===== src/rtl/grey_reader.sv =====
// grey_reader: readback sequencer for the 12-digit Johnson-code decade counter.
//   Walks the digit select 0..11, waits SEL_LAT cycles per digit, decodes each
//   5-bit Johnson code to BCD and publishes the full 48-bit snapshot atomically.
//   Latency 12*(SEL_LAT+1)+1 cycles from accepted start to o_valid; starts
//   outside IDLE are dropped, not queued.
// Ports:
//   i_clk, i_rst (async, active-high)  clock and reset
//   i_start                            read request, honoured only in IDLE
//   i_cnt[7:0]                         counter readout, [4:0] = Johnson code
//   o_sel[7:0]                         digit select to the counter, [7:4] = 0
//   o_busy / o_valid                   frame in progress / one-cycle result strobe
//   o_bcd[47:0] / o_err                snapshot (digit n at [4n+3:4n]) / bad-code flag
// Option: define GREY_READER_CHECK_EN to mark invalid codes as 4'hF and report
//   them on o_err; otherwise invalid codes read as 0 and o_err is tied low.
module grey_reader #(
  parameter int unsigned SEL_LAT = 1
) (
  input  logic        i_clk,
  input  logic        i_rst,
  input  logic        i_start,
  input  logic [7:0]  i_cnt,
  output logic [7:0]  o_sel,
  output logic        o_busy,
  output logic        o_valid,
  output logic [47:0] o_bcd,
  output logic        o_err
);

  localparam logic [2:0] LAT      = 3'(SEL_LAT);
  localparam logic [3:0] LAST_IDX = 4'd11;

`ifdef GREY_READER_CHECK_EN
  localparam logic [3:0] BAD_DIGIT = 4'hF;
`else
  localparam logic [3:0] BAD_DIGIT = 4'h0;
`endif

  typedef enum logic [1:0] {
    S_IDLE,
    S_SCAN,
    S_DONE
  } state_t;

  state_t      state_q, state_d;
  logic [3:0]  idx_q, idx_d;
  logic [2:0]  wc_q, wc_d;
  logic [47:0] shadow_q, shadow_d;
  logic [47:0] bcd_q, bcd_d;
  logic        busy_q, busy_d;
  logic        valid_q, valid_d;

  // Upper readout bits carry nothing for this block.
  logic        unused_cnt_hi;
  assign unused_cnt_hi = ^i_cnt[7:5];

  // Johnson decode of the sampled code.
  logic [3:0] dig;
  logic       code_ok;
  always_comb begin
    dig     = 4'h0;
    code_ok = 1'b1;
    case (i_cnt[4:0])
      5'b00000: dig = 4'd0;
      5'b00001: dig = 4'd1;
      5'b00011: dig = 4'd2;
      5'b00111: dig = 4'd3;
      5'b01111: dig = 4'd4;
      5'b11111: dig = 4'd5;
      5'b11110: dig = 4'd6;
      5'b11100: dig = 4'd7;
      5'b11000: dig = 4'd8;
      5'b10000: dig = 4'd9;
      default:  code_ok = 1'b0;
    endcase
  end

`ifdef GREY_READER_CHECK_EN
  logic acc_q, acc_d;
  logic err_q, err_d;
`endif

  always_comb begin
    state_d  = state_q;
    idx_d    = idx_q;
    wc_d     = wc_q;
    shadow_d = shadow_q;
    bcd_d    = bcd_q;
    busy_d   = busy_q;
    valid_d  = 1'b0;
`ifdef GREY_READER_CHECK_EN
    acc_d    = acc_q;
    err_d    = err_q;
`endif
    case (state_q)
      S_IDLE: begin
        if (i_start) begin
          idx_d   = 4'd0;
          wc_d    = LAT;
          busy_d  = 1'b1;
          state_d = S_SCAN;
`ifdef GREY_READER_CHECK_EN
          acc_d   = 1'b0;
`endif
        end
      end
      S_SCAN: begin
        if (wc_q != 3'd0) begin
          wc_d = wc_q - 3'd1;
        end else begin
          shadow_d[{idx_q, 2'b00} +: 4] = code_ok ? dig : BAD_DIGIT;
`ifdef GREY_READER_CHECK_EN
          if (!code_ok) acc_d = 1'b1;
`endif
          if (idx_q < LAST_IDX) begin
            idx_d = idx_q + 4'd1;
            wc_d  = LAT;
          end else begin
            state_d = S_DONE;
          end
        end
      end
      S_DONE: begin
        // Only point where the published snapshot changes.
        bcd_d   = shadow_q;
        valid_d = 1'b1;
        busy_d  = 1'b0;
        state_d = S_IDLE;
`ifdef GREY_READER_CHECK_EN
        err_d   = acc_q;
`endif
      end
      default: state_d = S_IDLE;
    endcase
  end

  always_ff @(posedge i_clk or posedge i_rst) begin
    if (i_rst) begin
      state_q  <= S_IDLE;
      idx_q    <= 4'd0;
      wc_q     <= 3'd0;
      shadow_q <= 48'd0;
      bcd_q    <= 48'd0;
      busy_q   <= 1'b0;
      valid_q  <= 1'b0;
    end else begin
      state_q  <= state_d;
      idx_q    <= idx_d;
      wc_q     <= wc_d;
      shadow_q <= shadow_d;
      bcd_q    <= bcd_d;
      busy_q   <= busy_d;
      valid_q  <= valid_d;
    end
  end

`ifdef GREY_READER_CHECK_EN
  always_ff @(posedge i_clk or posedge i_rst) begin
    if (i_rst) begin
      acc_q <= 1'b0;
      err_q <= 1'b0;
    end else begin
      acc_q <= acc_d;
      err_q <= err_d;
    end
  end
  assign o_err = err_q;
`else
  assign o_err = 1'b0;
`endif

  assign o_sel   = {4'b0000, idx_q};
  assign o_busy  = busy_q;
  assign o_valid = valid_q;
  assign o_bcd   = bcd_q;

endmodule


===== config.mk =====
export PLATFORM = sky130hd
export DESIGN_NAME = grey_reader
export DESIGN_NICKNAME = d
export VERILOG_FILES = /design/src/rtl/grey_reader.sv
export SDC_FILE = /design/constraint.sdc
export NUM_CORES = 1
export LEC_CHECK = 0
export ABC_CLOCK_PERIOD_IN_PS = 3600
export CORE_MARGIN = 1
export CORE_UTILIZATION = 25
export CTS_BUF_LIST = sky130_fd_sc_hd__clkbuf_8
export CTS_CLUSTER_DIAMETER = 80
export CTS_CLUSTER_SIZE = 24
export DETAILED_ROUTE_END_ITERATION = 10
export GPL_TIMING_DRIVEN = 1
export HOLD_SLACK_MARGIN = 0.05
export PLACE_DENSITY = 0.53
export SLEW_MARGIN = 5
export SYNTH_ARGS = -nofsm -noshare
export SYNTH_HDL_FRONTEND = slang
export SYNTH_SLANG_ARGS = --single-unit
export TNS_END_PERCENT = 10

===== constraint.sdc =====
create_clock -name i_clk -period 3.6 [get_ports i_clk]
set_input_delay 0.72 -clock i_clk [delete_from_list [all_inputs] [get_ports i_clk]]
set_output_delay 0.72 -clock i_clk [all_outputs]
set_load 0.005 [all_outputs]

==> out/qor.csv, run 1 <==
metric,value,unit
yosysTopAreaCell,dfrtp_1,
crit_family,flip-flops,
maxCapViolCount,0,
crit_required,2.88,ns
ctsHtreeMaxLevel,3,
clkSlewWorstSetupHoldPaths,0.10,ns
powerDensity,679,nW/um^2
worst-setup-path-type,reg -> out,
syn_avg_cell_area,14.0,sq um
slew_viol_final,0,
globalplace.congestion,0.761,
path_buf_inv,1,
cts_resized,0,
min_to,shadow_q[4],
dpl_cell_area,5580,sq um
p_sw_frac,0.347,
maxSlewHeadroom,0.474,
dp.final_hpwl,7.32,mm
reg2reg_to,shadow_q[16],
final_cell_area,5800,sq um
synthArstFlopShare,1.00,
die_height,140,microns
core,18300,sq um
grt-ovfl-total,0,
ff2ff_path_depth,6,
final_cell_mix,"dfrtp_1, mux2_2, clkdlybuf4s50_1",
seqPwrFrac,0.452,
fin_crit,2.41,ns
hold_buffers,0,
synth_warnings,0,
ys_seq_area_frac,0.565,
r2r_slack,1.21,ns
cts_made_buffers,9,
grt_antenna_before_repair,0,
finalCritPeriodShare,0.668,
drt_pass1_iterations,4,
grt_max_degree,51,
cts_sinks,107,
tightest_slew,0.788,ns
root_buffer,clkbuf_8,
chipWidth,140,microns
port_buffers,61,
worstSetupEndpointType,output port,
initial_core_util,0.259,
holdCritPathClass,reg -> reg,
holdPathStages,1,
ys_seq_elements,107,
grt_pass1_wl,16.9,mm
synth.distinct_cells,59,
num_vias,2827,
syn_area,4740,sq um
fin_tns_setup,0,ns
viasPerCell,4.44,
p_sw,1.37,mW
clk_path_buf_depth,2,
path_max_fanout,15,
ant_nets,0,
grt_pass1_vias,2994,
drt_wl_total,10.2,mm
n_fill_cell,1816,
rsz0062_at_grt,no,
synthTopCellsByArea,"dfrtp_1, mux2_2, mux2_4",
final_hold_viol_count,0,
wl_per_cell,16.1,microns
status,"finished, final reports clean",
cts_tree,done,
worstSetupStartpointType,flop,
antenna_cells,0,
p_clk_frac,0.212,
crit_chain,clkdlybuf4s50_1,
synth_top_flop_cell,dfrtp_1,
fin_nets,419,
drive_gt1_frac,0.302,
p_comb_frac,0.335,
setup_violations,0,
p_int,2.57,mW
power_leakage,2.67,nW
post_cts_buffers,0,
track_usage,0.112,
die_area,19500,sq um
finClkSkew,0.0168,ns
irDropWorstVdd,0.232,mV
rows,49,
synth_cells,339,
area_growth,22.4,%
rr_startpoint,idx_q[0],
initialDrtViolationCount,176,
worstHoldStart,shadow_q[4],
clock_latency,0.38,ns
cp_slowest_cell,dfrtp_1,
netlist.area_leader.share,0.565,
pin_count,70,
synth-edff-count,0,
timing.fmax,0.416,GHz
crit_arrival,1.69,ns
final_core_util,0.318,
drc,0,
slowest_delay,0.68,ns
layout.cells.most_common,dfrtp_1,
==> synthesized netlist by cell type (2+ instances only) <==
cell type	number
o2bb2ai_1	3
o31ai_1	2
ha_1	6
nand2b_1	3
nor2_1	24
buf_2	5
nor3b_1	2
clkbuf_1	2
o2111ai_1	2
mux2i_1	2
xor2_1	2
mux2_2	70
o32a_1	2
nand3_1	2
nand4_1	4
buf_4	6
nor2b_1	2
inv_1	10
mux2_4	16
xnor2_1	2
buf_6	2
dfrtp_1	107
o21ai_0	7
nand3b_1	2
nand2_1	12
o22ai_1	2
nand3_4	5
nor3_1	3
a21oi_1	2
==> per-stage QoR <==
stage | power, mW | std cells | hold slack [ns] | worst slack (ns)
after floorplan | 2.68 | 343 | 0.443 | 0.0628
after global placement | 3.10 | 620 | 0.461 | 1.03
after detailed placement | 3.14 | 620 | 0.473 | 0.938
after CTS | 3.99 | 636 | 0.498 | 1.17
after global routing | 4.20 | 636 | 0.521 | 1.01
final | 3.94 | 636 | 0.490 | 1.19
==> layer usage <==
layer / share of wire / GRT usage
met5: 0 / 0
met4: 0.0073 / 0.0347
met3: 0.057 / 0.0406
met2: 0.48 / 0.178
met1: 0.45 / 0.140
==> logic make-up (layout without fill, tap and decap cells) <==
kind of cell	count (synthesis)	in the layout	share of synthesized area
buffers and inverters	26	90	0.0298
AOI/OAI and AO/OA	32	32	0.0520
DFF	107	107	0.565
muxes	88	88	0.221
xor gates and xnor gates	5	5	0.0108
adders and majority gates	6	6	0.0158
other	1	5	0.000791
and+or+nand+nor	74	74	0.105
==> power groups by stage <==
stage,clock (mW),combinational [mW],sequential [mW]
6_report,0.837,1.32,1.78
2_1_floorplan,0,0.967,1.71
3_3_place_gp,0,1.30,1.80
4_1_cts,0.865,1.34,1.79
5_1_grt,0.919,1.45,1.83
3_5_place_dp,0,1.33,1.81
==> state kept, by name, summed over array words and instances, names as in the netlist <==
| signal | flops |
|---|---|
| o_busy | 1 |
| wc_q | 3 |
| idx_q | 4 |
| o_valid | 1 |
| o_bcd | 48 |
| shadow_q | 48 |
| state_q | 2 |
==> worst register-to-register path, delay by kind of cell, from the launching register on <==
kind                     cells  cell delay [ns]
adder cells (fa/ha/maj)      1             0.38
buffers and inverters        1             0.09
flip-flops                   1             0.68
multiplexers                 1             0.37
AND/OR/NAND/NOR              3             0.76
==> worst max path at each step <==
stage	cells after the start	slack, ns	endpoint	start
finish	1	1.19	o_sel[0]	idx_q[0]
global route	6	1.01	shadow_q[18]	idx_q[0]
CTS	1	1.17	o_sel[0]	idx_q[0]
detailed placement	5	0.94	shadow_q[32]	i_cnt[2]
global placement	5	1.03	shadow_q[24]	i_cnt[2]
floorplan	1	0.06	idx_q[0]	i_rst
==> cell type report <==
type | instances | area (sq um) | area share
Multi-Input combinational cell | 210 | 1940 | 0.335
Inverter | 10 | 40.0 | 0.00690
Clock inverter | 7 | 98.8 | 0.0170
Timing Repair Buffer | 64 | 633 | 0.109
Tap cell | 229 | 287 | 0.0494
Clock buffer | 9 | 124 | 0.0213
Sequential cell | 107 | 2680 | 0.461
(Power assumes the default switching activity.)
==> run 2, diff against run 1 <==
- ABC_CLOCK_PERIOD_IN_PS: 3600 -> 2300
- PLACE_DENSITY: 0.53 -> 0.52
- clock period: 3.6 -> 2.3 ns (I/O delays scaled with it)
==> run 2 against run 1 <==
Cell area is 1.6% higher. First-iteration DRC count down 42%. Count of clock-buffer cells in the layout unchanged. Hold slack improved by 0.016 ns. Critical path type is now reg -> reg. Largest cell class unchanged.
==> out/qor.csv, run 2 (synthesized netlist as in run 1, its figures left out) <==
metric,value,unit
status,"finished, final reports clean",
cts_sinks,107,
drt_wl_total,9.94,mm
rr_startpoint,wc_q[0],
viasPerCell,4.39,
rows,49,
p_total,6.18,mW
grt_pass1_vias,2963,
globalplace.congestion,0.735,
grt_antenna_before_repair,0,
fin_nets,428,
p_clk_frac,0.198,
drc,0,
drive_gt1_frac,0.320,
maxCapViolCount,0,
worstSetupStartpointType,flop,
final_cells,645,
p_int,4.01,mW
num_vias,2831,
p_sw_frac,0.350,
antenna_cells,0,
cp-startpoint,wc_q[0],
dp.final_hpwl,7.24,mm
crit_arrival,2.33,ns
wl_per_cell,15.4,microns
cts_tree,done,
crit_required,2.58,ns
fin_crit,2.06,ns
setup.worst_path.end,shadow_q[11],
powerDensity,1050,nW/um^2
maxSlewHeadroom,0.653,
clkSlewWorstSetupHoldPaths,0.10,ns
ff2ff_path_depth,6,
dpl_cell_area,5690,sq um
final_hold_viol_count,0,
holdCritPathClass,reg -> reg,
rsz0062_at_grt,no,
worstSetupEndpointType,flop,
layout.cells.most_common,dfrtp_1,
final_cell_mix,"dfrtp_1, mux2_2, clkdlybuf4s50_1",
clock_latency,0.39,ns
final_core_util,0.323,
setup_violations,0,
fin_tns_setup,0,ns
grt_max_degree,55,
grt_pass1_wl,16.5,mm
ctsHtreeMaxLevel,3,
post_cts_buffers,0,
track_usage,0.110,
p_sw,2.16,mW
chipWidth,140,microns
hold_buffers,0,
r2r_slack,0.24,ns
port_buffers,61,
p_comb_frac,0.361,
grt-ovfl-total,0,
power_leakage,2.71,nW
finClkSkew,0.0108,ns
slew_viol_final,0,
area_growth,24.4,%
final_cell_area,5900,sq um
die_height,140,microns
seqPwrFrac,0.441,
die_area,19500,sq um
timing.fmax,0.486,GHz
root_buffer,clkbuf_8,
initialDrtViolationCount,102,
worst-setup-path-type,reg -> reg,
cts_resized,0,
finalCritPeriodShare,0.895,
reg2reg_to,shadow_q[11],
drt_pass1_iterations,4,
cts_made_buffers,9,
dpl.cell_count,629,
core,18300,sq um
initial_core_util,0.259,
irDropWorstVdd,0.369,mV
pin_count,70,
ant_nets,0,
path_max_fanout,6,
tightest_slew,0.520,ns
clk_path_buf_depth,2,
run 2: critical path, stage by stage, from the launching register on:
cell      delay [ns]
dfrtp_1         0.41
nor2_1          0.19
ha_1            0.27
nand3b_2        0.23
nor2_4          0.35
nand3_4         0.17
mux2_4          0.32
run 2: layer usage:
layer	routed length, microns	GRT usage
met4	181	0.0503
met2	4630	0.172
met5	0	0
met1	4660	0.141
met3	470	0.0317
run 2: per-stage QoR:
stage / hold WS, ns / setup WS (ns)
2_1_floorplan: 0.443 / 0.240
3_3_place_gp: 0.481 / 0.138
3_5_place_dp: 0.487 / 0.0695
4_1_cts: 0.518 / 0.215
5_1_grt: 0.530 / 0.129
6_report: 0.506 / 0.243
run 2: final cells by class:
class | instances | area (sq um)
Clock inverter | 7 | 85.1
Fill cell | 1817 | 12400
Timing Repair Buffer | 73 | 738
Sequential cell | 107 | 2680
Inverter | 10 | 41.3
Multi-Input combinational cell | 210 | 1940
Tap cell | 229 | 287
Clock buffer | 9 | 124
run 2: power groups by stage:
stage | Clock (mW) | Combinational (mW) | Sequential [mW]
final | 1.22 | 2.23 | 2.72
after global routing | 1.36 | 2.44 | 2.80
after CTS | 1.29 | 2.26 | 2.73
after detailed placement | 0 | 2.25 | 2.77
after global placement | 0 | 2.21 | 2.76
after floorplan | 0 | 1.51 | 2.68
run 2: worst min path at each step:
stage            startpoint            to  slack [ns]  depth (start not counted)
2_1_floorplan  shadow_q[36]  shadow_q[36]        0.44                          2
3_3_place_gp        wc_q[0]       wc_q[0]        0.48                          1
3_5_place_dp    shadow_q[2]   shadow_q[2]        0.49                          2
5_1_grt            o_bcd[9]      o_bcd[9]        0.53                          1
4_1_cts             wc_q[0]       wc_q[0]        0.52                          1
6_report        shadow_q[2]   shadow_q[2]        0.51                          2
==> run 3, diff against run 2 <==
- CORE_MARGIN: 1 -> 4
==> run 3 against run 2 <==
Maximum frequency down 3.0%. Largest power group unchanged. Clock power about the same. Total power up 1.1%. Via count up 0.21%. Utilization down 0.67 points. Highest routed layer unchanged. Wire length up 3.4%. Die area up 8.8%. Sequential cell count unchanged. Hold slack worse by 0.016 ns. Worst setup slack worse by 0.064 ns. Sequential share of layout area down 0.12 points. Clock skew up 0.0015 ns.
==> out/qor.csv, run 3 (synthesized netlist as in run 1, its figures left out) <==
metric,value,unit
status,"finished, final reports clean",
power_leakage,2.73,nW
final_cell_area,5910,sq um
fin_tns_setup,0,ns
cts_tree,done,
wl_per_cell,15.7,microns
crit_arrival,2.39,ns
worstSetupEndpointType,flop,
p_comb_frac,0.366,
slew_viol_final,0,
ctsHtreeMaxLevel,3,
viasPerCell,4.34,
p_int,4.09,mW
crit_required,2.57,ns
fin_crit,2.12,ns
core,18700,sq um
grt_antenna_before_repair,0,
grt_max_degree,108,
cts_sinks,107,
layout.cells.most_common,dfrtp_1,
post_cts_buffers,0,
n_fill_cell,1831,
maxCapViolCount,0,
fin_nets,431,
rows,50,
holdCritPathClass,reg -> reg,
die_area,21200,sq um
final_cell_mix,"dfrtp_1, mux2_2, clkdlybuf4s50_1",
p_sw,2.16,mW
initialDrtViolationCount,107,
finClkSkew,0.0124,ns
rsz0062_at_grt,no,
holdWs,0.490,ns
track_usage,0.0982,
area_growth,24.7,%
hold_buffers,0,
multi_input_area,1940,sq um
globalplace.congestion,0.733,
powerDensity,1060,nW/um^2
num_vias,2837,
grt-ovfl-total,0,
clk_path_buf_depth,2,
maxSlewHeadroom,0.613,
cts_resized,0,
ant_nets,0,
tightest_slew,0.581,ns
chipWidth,146,microns
finalCritPeriodShare,0.922,
drt_wl_total,10.3,mm
irDropWorstVdd,0.476,mV
clkSlewWorstSetupHoldPaths,0.10,ns
port_buffers,61,
dpl_cell_area,5700,sq um
worstSetupStartpointType,flop,
final_core_util,0.316,
root_buffer,clkbuf_8,
pin_count,70,
die_height,146,microns
regArea,2680,sq um
p_sw_frac,0.346,
drt_pass1_iterations,4,
antenna_cells,0,
initial_core_util,0.253,
grt_pass1_vias,2950,
drive_gt1_frac,0.325,
clock_latency,0.39,ns
setup_violations,0,
drc,0,
path_max_fanout,6,
seqPwrFrac,0.437,
timing.fmax,0.471,GHz
final_hold_viol_count,0,
p_clk_frac,0.197,
cts_made_buffers,9,
dp.final_hpwl,7.25,mm
worst-setup-path-type,reg -> reg,
grt_pass1_wl,16.3,mm
-- run 3: critical path: stages, from the launching register on --
cell,delay (ns)
dfrtp_1,0.47
inv_1,0.07
ha_1,0.35
nor2_1,0.15
nand3b_1,0.21
nor3_4,0.38
mux2_2,0.37
-- run 3: final timing paths --
check                               end         start  cells past startpoint  slack [ns]
min reg2reg                shadow_q[36]  shadow_q[36]                      2        0.49
max reg2reg                shadow_q[16]      idx_q[0]                      6        0.18
max in group asynchronous     o_bcd[38]         i_rst                      3        1.28
max                        shadow_q[16]      idx_q[0]                      6        0.18
min                        shadow_q[36]  shadow_q[36]                      2        0.49
min in group asynchronous     o_bcd[32]         i_rst                      3        0.57
-- run 3: power groups by stage --
| stage | Sequential [mW] | Clock (mW) | Combinational (mW) |
|---|---|---|---|
| after detailed placement | 2.78 | 0 | 2.32 |
| after global placement | 2.76 | 0 | 2.27 |
| final | 2.73 | 1.23 | 2.29 |
| after CTS | 2.74 | 1.28 | 2.33 |
| after global routing | 2.80 | 1.34 | 2.51 |
| after floorplan | 2.68 | 0 | 1.51 |
-- run 3: layer usage --
metal	global-route usage	part of all wire	vias up
li1	-	-	1348
met1	0.126	0.46	1424
met2	0.150	0.46	49
met3	0.0386	0.057	16
met4	0.0380	0.020	0
met5	0	0	-
-- run 3: cell type report --
class                      count  share of cell area
clock buffer                  10              0.0233
inverter                      10             0.00699
timing repair buffer          76               0.127
multi-input combinational    210               0.329
tap                          234              0.0495
clock inverter                 6              0.0119
sequential                   107               0.453
-- run 3: stage by stage --
step           std cells  power (mW)  setup slack, ns
6_report             653        6.25            0.179
5_1_grt              653        6.65           0.0751
4_1_cts              653        6.36            0.160
3_5_place_dp         637        5.10           0.0651
3_3_place_gp         637        5.04            0.137
2_1_floorplan        343        4.19            0.240
==> variant 1, RTL diff (config.mk and constraints of run 3) <==
Build with the macro `GREY_READER_CHECK_EN` defined.
--- a/src/rtl/grey_reader.sv
+++ b/src/rtl/grey_reader.sv
@@ -12,6 +12,8 @@
 //   o_bcd[47:0] / o_err                snapshot (digit n at [4n+3:4n]) / bad-code flag
 // Option: define GREY_READER_CHECK_EN to mark invalid codes as 4'hF and report
 //   them on o_err; otherwise invalid codes read as 0 and o_err is tied low.
+`define GREY_READER_CHECK_EN
+
 module grey_reader #(
   parameter int unsigned SEL_LAT = 1
 ) (
Formal check against the unedited RTL: same outputs for any inputs over 10 cycles, from zero or initial values and one cycle with i_rst high; that may be too few to reach the edited logic, so the function may still have changed.
==> variant 1 against run 3 <==
  * Area after synthesis up 3.4%
  * Largest cell class unchanged
  * Total power grew 15%
  * Critical endpoint unchanged
  * Routed wire length up 5.2%
  * Cell area rose by 4.2%
  * Setup slack better by 0.062 ns
  * Sequential cell count rose by 2
  * Critical path depth is the same
  * Clock skew up 0.0078 ns
  * Fmax rose by 3.0%
==> variant 1: results (changes against run 3) <==
[detailed_routing]
dr_wl_met2_microns=4891  ; +3.1%
routedWlPerCell_microns=15.33  ; -2.6%
via_per_inst=4.357  ; +0.30%
drt-met1-wl_microns=5234  ; +10%
routed_wirelength_microns=10810  ; +5.2%
dr_wl_met3_microns=506  ; -13%
drt_iter0_drc=187  ; +75%

[final_layout]
drive_above_1_share_pct=32.81  ; +0.35 points
nets=457  ; +6.0%

[global_routing]
grt_max_degree=59  ; -45%
grt_pass1_vias=3225  ; +9.3%

[worst_hold_path]
worstHoldStart=shadow_q[0]

[worst_setup_path]
r2r_slack_ns=0.24  ; +0.06 ns
r2r-start=wc_q[0]
crit_fanout=4  ; -2
cp.arrival_ns=2.35  ; -0.04 ns

[place]
hpwl_microns=7865  ; +8.4%
portBuffers=62  ; +1.6%
detailed_place.area_sq_um=5976  ; +4.8%
dp_cells=689  ; +8.2%

[yosys]
syn_inst=358  ; +5.6%
ys_top_cells_by_area=dfrtp_1 (56%), mux2_2 (17%), mux2_4 (3.1%), nand4_4 (1.7%), ha_1 (1.5%)
yosysUniqueCellTypes=62  ; +5.1%
synth_commonest_cells=dfrtp_1 (109), mux2_2 (75), nand2_1 (17), nor2_1 (16), inv_1 (11)

[pwr]
pg_clk_mw=1.12  ; -9%
pwr-share-comb_pct=41.1  ; +4.5 points
irDropWorstVdd_uv=332.3  ; -30%
power_mw=7.191  ; +15%
p_sw_share_pct=34.39  ; -0.17 points

[sta]
clock_skew_ns=0.02013  ; +0.007774 ns
worst_pin_slew_ns=0.5800  ; -0.0005682 ns
hold_ws_ns=0.4936  ; +0.003584 ns

[clock_network]
cts-resized-gates=0  ; unchanged
insertion_delay_ns=0.40

[status]
status=finished clean

## variant 1: changes by cell type after synthesis, moves of 3 or more
| cell | run 3 | this run |
|---|---|---|
| nand3_4 | 5 | 1 |
| mux2_2 | 70 | 75 |
| nor2b_1 | 2 | 6 |
| clkbuf_1 | 2 | 7 |
| nand2_1 | 12 | 17 |
| mux2_4 | 16 | 10 |
| nor2_1 | 24 | 16 |
| a22o_1 | 0 | 3 |
| nand4_4 | 0 | 4 |
| o31ai_1 | 2 | 9 |
## variant 1: critical path, stage by stage (launching register included)
cell,delay [ns]
dfrtp_1,0.41
nor2_1,0.17
ha_1,0.24
and3b_1,0.26
and2_4,0.17
and3_1,0.36
mux2_4,0.33
## variant 1: logic make-up after synthesis
family | after synthesis | synth area share [%]
flops | 109 | 55.67
mux | 87 | 20.97
simple gates | 69 | 9.627
compound gates | 50 | 7.968
buf+inv | 32 | 3.294
fa+ha+maj | 6 | 1.532
xor+xnor | 4 | 0.8684
other cells | 1 | 0.07654
## variant 1: how the worst max path moves through the flow
stage                        start            to  slack [ns]  cells after the start
after floorplan           idx_q[0]  shadow_q[16]       -0.06                      7
after global placement    i_cnt[1]  shadow_q[38]        0.03                      6
after detailed placement  i_cnt[1]  shadow_q[38]       -0.01                      6
after CTS                  wc_q[0]  shadow_q[17]        0.20                      6
after global routing       wc_q[0]  shadow_q[45]        0.05                      6
final                      wc_q[0]  shadow_q[16]        0.24                      6
## variant 1: final cells by class
class                      count  area (sq um)
sequential                   109          2728
tap                          260         325.3
timing repair buffer          89         848.3
inverter                      11         45.04
fill                        1923         12860
clock buffer                   9         123.9
clock inverter                 7         60.06
multi-input combinational    220          2029
## variant 1: routing by layer
layer  up-vias  track usage (%)
met5         -                0
met4         0            3.972
met3        15            3.096
met2        62            15.69
met1      1541            14.19
li1       1454                -
==> variant 2, RTL diff (config.mk and constraints of run 3) <==
Without the edit above. Add an input register stage for `i_cnt`; this delays it by one clock. The other inputs are not delayed to match.
--- a/src/rtl/grey_reader.sv
+++ b/src/rtl/grey_reader.sv
@@ -41,6 +41,12 @@
     S_DONE
   } state_t;
 
+  logic [7:0] i_cnt_q;
+
+  always_ff @(posedge i_clk) begin
+    i_cnt_q <= i_cnt;
+  end
+
   state_t      state_q, state_d;
   logic [3:0]  idx_q, idx_d;
   logic [2:0]  wc_q, wc_d;
@@ -51,7 +57,7 @@
 
   // Upper readout bits carry nothing for this block.
   logic        unused_cnt_hi;
-  assign unused_cnt_hi = ^i_cnt[7:5];
+  assign unused_cnt_hi = ^i_cnt_q[7:5];
 
   // Johnson decode of the sampled code.
   logic [3:0] dig;
@@ -59,7 +65,7 @@
   always_comb begin
     dig     = 4'h0;
     code_ok = 1'b1;
-    case (i_cnt[4:0])
+    case (i_cnt_q[4:0])
       5'b00000: dig = 4'd0;
       5'b00001: dig = 4'd1;
       5'b00011: dig = 4'd2;
Formal check against the unedited RTL: same outputs for any inputs over 10 cycles, from zero or initial values and one cycle with i_rst high; that may be too few to reach the edited logic, so the function may still have changed.
==> variant 2 against run 3 <==
  * Setup slack gained 0.0060 ns
  * Cell area down 2.1%
  * Total power fell by 25%
  * Clock power shrank 11%
  * Sequential cell count is 5 higher
  * Area after synthesis is 2.3% lower
  * Routed wire length is 4.5% lower
  * Critical path type is now reg -> out
  * Critical endpoint is now o_sel[2]
  * Highest routed layer unchanged
==> variant 2: results (changes against run 3) <==
[global_routing]
grt_pass1_vias=2977  ; +0.92%
grt_pass1_wl_microns=15950  ; -2.4%
grt_usage_pct=9.949  ; +0.13 points
grt_max_degree=60  ; -44%

[pwr]
p_switching_mw=1.572  ; -27%
power.leakage_nw=2.659  ; -2.6%
irDropWorstVdd_uv=286.4  ; -40%

[yosys]
yosysUniqueCellTypes=47  ; -20%
synthArstFlopShare_pct=95.54  ; -4.5 points
yosysSeqAreaShare_pct=60.00  ; +3.5 points
syn_area_per_cell_sq_um=13.62  ; -2.6%
synth_commonest_cells=dfrtp_1 (107), mux2_2 (90), nor2_1 (21), nand2_1 (18), nand3_1 (7)
ys_top_cells_by_area=dfrtp_1 (58%), mux2_2 (22%), dfxtp_1 (2.2%), nor2_1 (1.7%), ha_1 (1.6%)

[status]
status=finished clean

[detailed_routing]
dr_wl_met3_microns=480  ; -17%
dr_wl_met2_microns=4546  ; -4.2%
num_vias=2835  ; -0.070%
routed_wirelength_microns=9814  ; -4.5%

[place]
gp_congestion=0.7642  ; +4.3%
hpwl_microns=7187  ; -0.92%
dp_cells=630  ; -1.1%
detailed_place.area_sq_um=5602  ; -1.8%
place_ws_ns=0.1130  ; +0.04788 ns

[final_layout]
fillers=1812  ; -1.0%
drive_above_1_share_pct=30.22  ; -2.2 points
layout.cells.non_filler=646  ; -1.1%

[worst_setup_path]
cp.arrival_ns=1.66  ; -0.73 ns
startpoint=idx_q[2]

[sta]
clock_skew_ns=0.01445  ; +0.002092 ns
slew_headroom_pct=58.53  ; -2.8 points

[worst_hold_path]
hp-class=in -> async

variant 2: path summary, 6_finish.rpt:
path                                endpoint  slack [ns]  cells past startpoint
worst max-delay path                o_sel[2]        0.18                      2
max in group asynchronous       shadow_q[17]        1.27                      3
worst min register to register       wc_q[0]        0.51                      1
min in group i_clk                   wc_q[0]        0.51                      1
worst max register to register  shadow_q[27]        0.18                      6
worst min-delay path               o_bcd[44]        0.41                      2
variant 2: power groups by stage:
stage | clock network [mW] | registers [mW] | logic [mW]
finish | 1.10 | 2.34 | 1.24
floorplan | 0 | 2.34 | 0.845
global placement | 0 | 2.37 | 1.22
global route | 1.23 | 2.37 | 1.38
detailed placement | 0 | 2.38 | 1.24
CTS | 1.16 | 2.34 | 1.24
variant 2: area by class of cell:
type	count	area, sq um	share of cell area (%)
clock buffers	9	123.9	2.141
clock inverters	7	53.80	0.9297
inverters	6	26.28	0.4541
multi-input cells	209	1773	30.64
flip-flops and latches	112	2778	48.00
well taps	229	286.5	4.951
repair buffers	74	745.7	12.89
variant 2: per-layer routing:
layer	vias to the layer above	GRT usage (%)
met1	1401	12.95
met5	-	0
met2	70	15.58
li1	1351	-
met3	13	3.009
met4	0	3.865
variant 2: cells by family after synthesis:
group	share of synthesized area (%)
flip-flops	60.00
multiplexers	21.89
AND/OR/NAND/NOR	7.811
AO/OA/AOI/OAI	5.676
buffers and inverters	2.351
adder cells (fa/ha/maj)	1.622
XOR/XNOR	0.5677
other	0.08100
variant 2: critical path, cell delays in order, from the launching register on:
cell	delay (ns)
dfrtp_1	0.53
buf_4	0.21
clkdlybuf4s50_1	0.53
